File: src/rtl/regfile_dump_reader.sv
// Debug readout engine: sweeps a register range through the bank's rs read port
// and streams each value with its address on a valid/ready interface.
module regfile_dump_reader #(
  parameter int AWIDTH = 8
) (
  input  logic              clk,
  input  logic              rst,
  input  logic              start,
  input  logic              abort,
  input  logic [AWIDTH-1:0] first_addr,
  input  logic [AWIDTH-1:0] last_addr,
  output logic [AWIDTH-1:0] rf_addr_rs,
  output logic              rf_req_rs,
  input  logic [15:0]       rf_rs,
  output logic              dout_valid,
  input  logic              dout_ready,
  output logic [15:0]       dout_data,
  output logic [AWIDTH-1:0] dout_addr,
  output logic              dout_last,
  output logic              busy,
  output logic              done
);

  typedef enum logic [1:0] {IDLE, RUN, DRAIN} state_t;

  state_t            state, state_nxt;
  logic [AWIDTH-1:0] cur, last_q;
  logic              issue_done;
  logic              rd_vld;
  logic [AWIDTH-1:0] rd_addr;

  logic [15:0]       fifo_data [2];
  logic [AWIDTH-1:0] fifo_addr [2];
  logic              fifo_last [2];
  logic              rd_ptr, wr_ptr;
  logic [1:0]        count;

  logic [1:0]        inflight;
  logic [2:0]        occupancy;
  logic              issue, push, pop, drained;
  logic [AWIDTH-1:0] issue_addr, issue_end;

  // Outstanding reads: one in the request register, one on the bank output.
  assign inflight  = 2'(rf_req_rs) + 2'(rd_vld);
  assign occupancy = 3'(count) + 3'(inflight);
  assign drained   = (count == 2'd0) && (inflight == 2'd0);
  assign push      = rd_vld;
  assign pop       = dout_valid && dout_ready;

  // The start cycle itself issues first_addr so the first beat appears three cycles later.
  assign issue_addr = (state == IDLE) ? first_addr : cur;
  assign issue_end  = (state == IDLE) ? last_addr  : last_q;
  assign issue = !abort &&
                 (((state == IDLE) && start) ||
                  ((state == RUN) && !issue_done && (occupancy < 3'd2)));

  assign dout_valid = (count != 2'd0);
  assign dout_data  = fifo_data[rd_ptr];
  assign dout_addr  = fifo_addr[rd_ptr];
  assign dout_last  = fifo_last[rd_ptr];

  always_ff @(posedge clk or posedge rst) begin
    if (rst) state <= IDLE;
    else     state <= state_nxt;
  end

  always_comb begin
    // NOTE: default assignment first so no path through this block infers a latch.
    state_nxt = state;
    unique case (state)
      IDLE:    if (start)      state_nxt = RUN;
      RUN:     if (issue_done) state_nxt = DRAIN;
      DRAIN:   if (drained)    state_nxt = IDLE;
      default:                 state_nxt = IDLE;
    endcase
    if (abort) state_nxt = IDLE;
  end

  always_comb begin
    busy = (state != IDLE);
    done = (state == DRAIN) && drained && !abort;
  end

  // NOTE: the two-entry buffer is reset too, because its head drives dout_* and those must read zero after reset.
  always_ff @(posedge clk or posedge rst) begin
    if (rst) begin
      // NOTE: sequential state uses non-blocking assignments only, so every register sees pre-edge values.
      rf_req_rs  <= 1'b0;
      rf_addr_rs <= '0;
      cur        <= '0;
      last_q     <= '0;
      issue_done <= 1'b0;
      rd_vld     <= 1'b0;
      rd_addr    <= '0;
      rd_ptr     <= 1'b0;
      wr_ptr     <= 1'b0;
      count      <= 2'd0;
      for (int i = 0; i < 2; i++) begin
        fifo_data[i] <= '0;
        fifo_addr[i] <= '0;
        fifo_last[i] <= 1'b0;
      end
    end else if (abort) begin
      // A read still in the bank pipeline is dropped by clearing rd_vld.
      rf_req_rs  <= 1'b0;
      issue_done <= 1'b0;
      rd_vld     <= 1'b0;
      rd_ptr     <= 1'b0;
      wr_ptr     <= 1'b0;
      count      <= 2'd0;
    end else begin
      rf_req_rs <= issue;
      if ((state == IDLE) && start) last_q <= last_addr;
      if (issue) begin
        rf_addr_rs <= issue_addr;
        cur        <= issue_addr + AWIDTH'(1);
        issue_done <= (issue_addr == issue_end);
      end
      rd_vld  <= rf_req_rs;
      rd_addr <= rf_addr_rs;
      if (push) begin
        fifo_data[wr_ptr] <= rf_rs;
        fifo_addr[wr_ptr] <= rd_addr;
        fifo_last[wr_ptr] <= (rd_addr == last_q);
        wr_ptr            <= ~wr_ptr;
      end
      if (pop) rd_ptr <= ~rd_ptr;
      count <= count + 2'(push) - 2'(pop);
    end
  end

endmodule

File: config.mk
export PLATFORM = sky130hd
export DESIGN_NAME = regfile_dump_reader
export DESIGN_NICKNAME = d
export VERILOG_FILES = /design/src/rtl/regfile_dump_reader.sv
export SDC_FILE = /design/constraint.sdc
export NUM_CORES = 1
export LEC_CHECK = 0
export CAP_MARGIN = 15
export CORE_MARGIN = 4
export CORE_UTILIZATION = 53
export DETAILED_ROUTE_END_ITERATION = 10
export HOLD_SLACK_MARGIN = 0.06
export PLACE_DENSITY = 0.84
export SKIP_LAST_GASP = 1
export SLEW_MARGIN = 25
export SYNTH_ARGS = -nofsm -noshare
export SYNTH_HDL_FRONTEND = slang
export SYNTH_SLANG_ARGS = --single-unit
File: constraint.sdc
create_clock -name clk -period 3.17 [get_ports clk]
set_input_delay 0.317 -clock clk [delete_from_list [all_inputs] [get_ports clk]]
set_output_delay 0.317 -clock clk [all_outputs]
set_load 0.1 [all_outputs]
-- After elaboration in Yosys (flattened, before gate mapping)
Cells that the tools add are included.
- divide/modulo/power cells: 0
- multipliers: 0
- mux-type cells: 34
- shift-type cells: 0
- reductions and logical operators: 24
- magnitude comparators: 4
- equality and inequality tests: 7
- $add $sub $neg: 5
- bitwise gates (word level): 5
- operator list (kind ; number):
    16-bit two-way mux ; 4
    8-bit two-way mux ; 6
    32-bit bitwise mux ; 1
    16-bit bitwise mux ; 1
    16-bit demux with 1-bit select ; 1
    8-bit == test ; 2
    1-bit two-way mux ; 12
    2-bit two-way mux ; 5
    2-bit nonzero test ; 5
    1-bit logical AND ; 9
    3-bit inequality test, second input constant ; 3
    8-bit by 1-bit adder with 8-bit output, second input constant ; 1
    8-bit demux with 1-bit select ; 1
    2-bit zero test ; 3
    2-bit case mux with 3 select lines ; 1
    2-bit AND reduction ; 3
    2-bit greater-or-equal comparator, second input constant ; 2
    1-bit NOT with 2-bit output ; 2
    2-bit by 2-bit adder with 3-bit output ; 1
    3-bit by 2-bit < comparator with 1-bit output, second input constant ; 1
    1-bit NOT ; 3
    3-bit AND reduction ; 1
    1-bit by 1-bit adder with 2-bit output ; 1
    2-bit by 1-bit adder with 2-bit output ; 1
    8 further kinds ; 9
- output and inout bits: 37
- memory bits (writable): 0
- memories: 0
- latch bits: 0
- logic and storage cells: 96
- input bits: 37
- flip-flop bits (word level): 91
- memory bits (read-only): 0

-- Longest topological paths before layout
- depth after elaboration: 8
- mapped depth: 11
- mapped depth without buffers: 10

-- Least setup slack after synthesis
OpenSTA, ideal clock, no wires.
- path kind: register to output
- start: register rf_req_rs
- end: output port done
- arrival: 4.264 ns
- cell stages (with the launch flop): 5
- data required time: 2.853 ns
- setup slack: -1.411 ns
- cells stage by stage: dfrtp_1 > inv_1 > ha_1 > nand2_1 > nor4b_1
- word-level cells in the longest chain between the ends: 5
- ends and longest elaborated chain (element ; RTL line ; text):
    start: declaration ; 13 ; output logic rf_req_rs,
    start signal: assignment ; 112 ; rf_req_rs <= issue;
    1-bit by 1-bit adder with 2-bit output ; 44 ; assign inflight = 2'(rf_req_rs) + 2'(rd_vld);
    2-bit zero test ; 46 ; assign drained = (count == 2'd0) && (inflight == 2'd0);
    1-bit logical AND ; 46 ;
    1-bit logical AND (2 in a row) ; 81 ; done = (state == DRAIN) && drained && !abort;
    end: declaration ; 21 ; output logic done
Every way passes these cells.

-- Worst setup path in the final report
- start: register rd_vld, in the netlist push
- end: register cur[6]
- word-level cells in the longest chain between the ends: 7
- ends and longest elaborated chain (element ; RTL line ; text):
    start: declaration ; 29 ; logic rd_vld;
    start signal: assignment ; 119 ; rd_vld <= rf_req_rs;
    1-bit by 1-bit adder with 2-bit output ; 44 ;
    2-bit by 2-bit adder with 3-bit output ; 45 ; assign occupancy = 3'(count) + 3'(inflight);
    3-bit by 2-bit < comparator with 1-bit output ; 55 ; ((state == RUN) && !issue_done && (occupancy < 3'd2)));
    1-bit logical AND ; 55 ;
    1-bit logical OR ; 54 ; (((state == IDLE) && start) ||
    1-bit logical AND ; 53 ; assign issue = !abort &&
    2-bit AND reduction (no line) ; -- ;
    end signal: assignment ; 116 ; cur <= issue_addr + AWIDTH'(1);
    end: declaration ; 27 ; logic [AWIDTH-1:0] cur, last_q;
Every way passes these cells.
A chain may end at the register's enable or synchronous reset.

==> flow_metrics.tcl <==
set metrics [dict create \
    status "complete, no violations" \
    layout-drive-gt1-share_pct 33.77 \
    start_util_pct 54.64 \
    dp_slack_ps 501.0 \
    tns_ps 0 \
    combPwrFrac_pct 53.3 \
    insertion_delay_ps 340 \
    synth_top_area_cell "dfrtp_1" \
    switching_share_pct 49.72 \
    num_vias 3139 \
    diodes 0 \
    final_net_count 491 \
    ctsResizeCount 0 \
    wl_per_cell_um 16.66 \
    fmax_ghz 0.3713 \
    cts_inserted_buffers 9 \
    finalHoldViolations 0 \
    drtAntennaViolNets 0 \
    holdWs_ps 385.2 \
    grt_max_degree 40 \
    layout_common_cells "dfrtp_1 (91), mux2_2 (89), clkdlybuf4s50_1 (45), buf_4 (36), nand2_1 (28)" \
    avgViaCountPerCell 5.625 \
    min_period_over_period_pct 84.97 \
    ios 74 \
    reg2reg_depth 10 \
    drt_iter0_drc 139 \
    p_leak_nw 2.487 \
    clock_path_buffers 2 \
    synth_cell_type_count 50 \
    core_area_um2 8217 \
    peakVddDrop_uv 463.3 \
    rows 33 \
    fin_cells 558 \
    hold_class "in2async" \
    die_area_um2 10010 \
    switching_power_mw 3.001 \
    skew_ps 7.259 \
    dpl.cell_count 542 \
    synth_top_area_share_pct 50.72 \
    grt_pass1_vias 3163 \
    portBuffers 73 \
    yosysSeqAreaShare_pct 50.72 \
    place_hpwl_um 6643 \
    p_int_mw 3.035 \
    placed_cell_area_um2 5283 \
    avgSynthCellArea_um2 12.04 \
    cp_max_fo 23 \
    routed_wirelength_um 9296 \
    clock-sinks 91 \
    worst_pin_slew_ps 981.0 \
    max_cap_viol_count 0 \
    antenna_found_initial 0 \
    clk_pin_slew_ps 90 \
    cts_root_buffer "clkbuf_8" \
    track_usage_pct 19.66 \
    syn_to_final_growth_pct 23.22 \
    rsz0062_at_grt "false" \
    crit_arrival_ps 2950 \
    cts_setup_buffers 0 \
    drtPass1Iterations 4 \
    cts-hold-fix-buffers 0 \
    pwr-share-seq_pct 31.0 \
    cp_data_required_time_ps 3420 \
    crit_type "reg2reg" \
    slew_headroom_pct 34.39 \
    ys.flop_type "dfrtp_1" \
    end_kind "flip-flop" \
    yosys-top-cells-area "dfrtp_1 (51%), mux2_2 (22%), xor2_1 (3.5%), nand2_1 (2.3%), o21ai_0 (2.1%)" \
    gp_congestion 0.8700 \
    grt_pass1_wl_um 15740 \
    gr-total-overflow 0 \
    yosysWarnings 0 \
    fin_area_um2 5532 \
    setup_ws_ps 476.5 \
    cts_tree "done" \
    period_minus_slack_ps 2693 \
    drcViolationCount 0 \
    syn_area_um2 4489 \
    async_reset_ff_share_pct 100.0 \
    clkPwrFrac_pct 15.8 \
    htreeDepth 3 \
    p_per_area_nw_per_um2 1091 \
    fp.dieH_um 100.0 \
    syn-num-nets 416 \
    startpoint_type "flip-flop" \
    synth_enable_flop_cells 0 \
    die_x_um 100.0 \
    final_common_cell "dfrtp_1" \
    ys_ff_latch 91 \
    report.final.slew_viol_count 0 \
    syn_inst 373 \
    setup_viol 0 \
]
## area by class of cell
class / count / area (um2)
Clock inverter: 6 / 111.4
Fill cell: 614 / 2685
Multi-Input combinational cell: 255 / 2115
Sequential cell: 91 / 2277
Timing Repair Buffer: 81 / 720.7
Inverter: 10 / 38.79
Tap cell: 105 / 131.4
Clock buffer: 10 / 137.6
## routing by layer
| layer | vias up | global-route usage (%) | routed length, um |
|---|---|---|---|
| li1 | 1467 | - | - |
| met1 | 1539 | 28.95 | 4248 |
| met2 | 121 | 30.32 | 4284 |
| met3 | 12 | 3.683 | 639 |
| met4 | 0 | 4.974 | 123 |
| met5 | - | 0 | 0 |
## cells in the mapped netlist (3+ instances only)
| library cell | count |
|---|---|
| nand2_1 | 28 |
| ha_1 | 5 |
| nor4_1 | 3 |
| o21ai_0 | 19 |
| nor3_1 | 3 |
| mux2i_1 | 6 |
| a21oi_1 | 11 |
| nand3_1 | 4 |
| mux2_2 | 89 |
| inv_1 | 8 |
| or3_1 | 3 |
| buf_2 | 10 |
| clkbuf_1 | 6 |
| and2_1 | 4 |
| nand3b_1 | 3 |
| nor2_1 | 16 |
| o211ai_1 | 3 |
| xnor2_1 | 9 |
| dfrtp_1 | 91 |
| xor2_1 | 18 |
## path summary, 6_finish.rpt
path,startpoint,to,slack (ps)
max reg2reg,push,cur[6],480
max in group asynchronous,rst,fifo_addr[4],1970
min reg2reg,fifo_last[0],fifo_last[0],490
min,rst,fifo_data[17],390
min in group clk,fifo_last[0],fifo_last[0],490
max,push,cur[6],480
## sequential cells by signal, indices dropped and copies added, names as in the netlist, 2 cells and up
register,count
rf_addr_rs,8
fifo_data,32
fifo_last,2
cur,8
count,2
rd_addr,8
last_q,8
state,2
fifo_addr,16
## worst max-delay path, cell delays in order, from the launching register on
cell and delay, ps:
dfrtp_1 430, inv_1 150, ha_1 250, and2_1 170, fa_1 450, nor4b_2 290, o21ai_2 170, buf_4 240
inv_2 130, o21ai_0 90, a211oi_1 220
## logic make-up after synthesis
| family | count (synthesis) | share of synthesized area [%] |
|---|---|---|
| buffers and inverters | 27 | 2.536 |
| AO/OA/AOI/OAI | 48 | 6.745 |
| AND/OR/NAND/NOR | 79 | 9.225 |
| multiplexers | 95 | 23.66 |
| flip-flops | 91 | 50.72 |
| adder cells (fa/ha/maj) | 6 | 1.839 |
| XOR/XNOR | 27 | 5.268 |
## per-stage QoR
| step | power, mW | utilization, % |
|---|---|---|
| after global placement | 5.035 | 64.29 |
| final | 6.036 | 67.32 |
| after CTS | 6.070 | 67.32 |
| after global routing | 6.320 | 67.32 |
| after floorplan | 4.422 | - |
| after detailed placement | 5.113 | 64.29 |
## power by group through the flow
| stage | clock [mW] | sequential, mW | combinational [mW] |
|---|---|---|---|
| after global placement | 0 | 1.86 | 3.18 |
| after floorplan | 0 | 2.04 | 2.38 |
| after CTS | 0.963 | 1.87 | 3.24 |
| after detailed placement | 0 | 1.89 | 3.22 |
| after global routing | 1.02 | 1.92 | 3.38 |
| final | 0.951 | 1.87 | 3.22 |
Note: power is estimated with default switching activity, not from simulation.
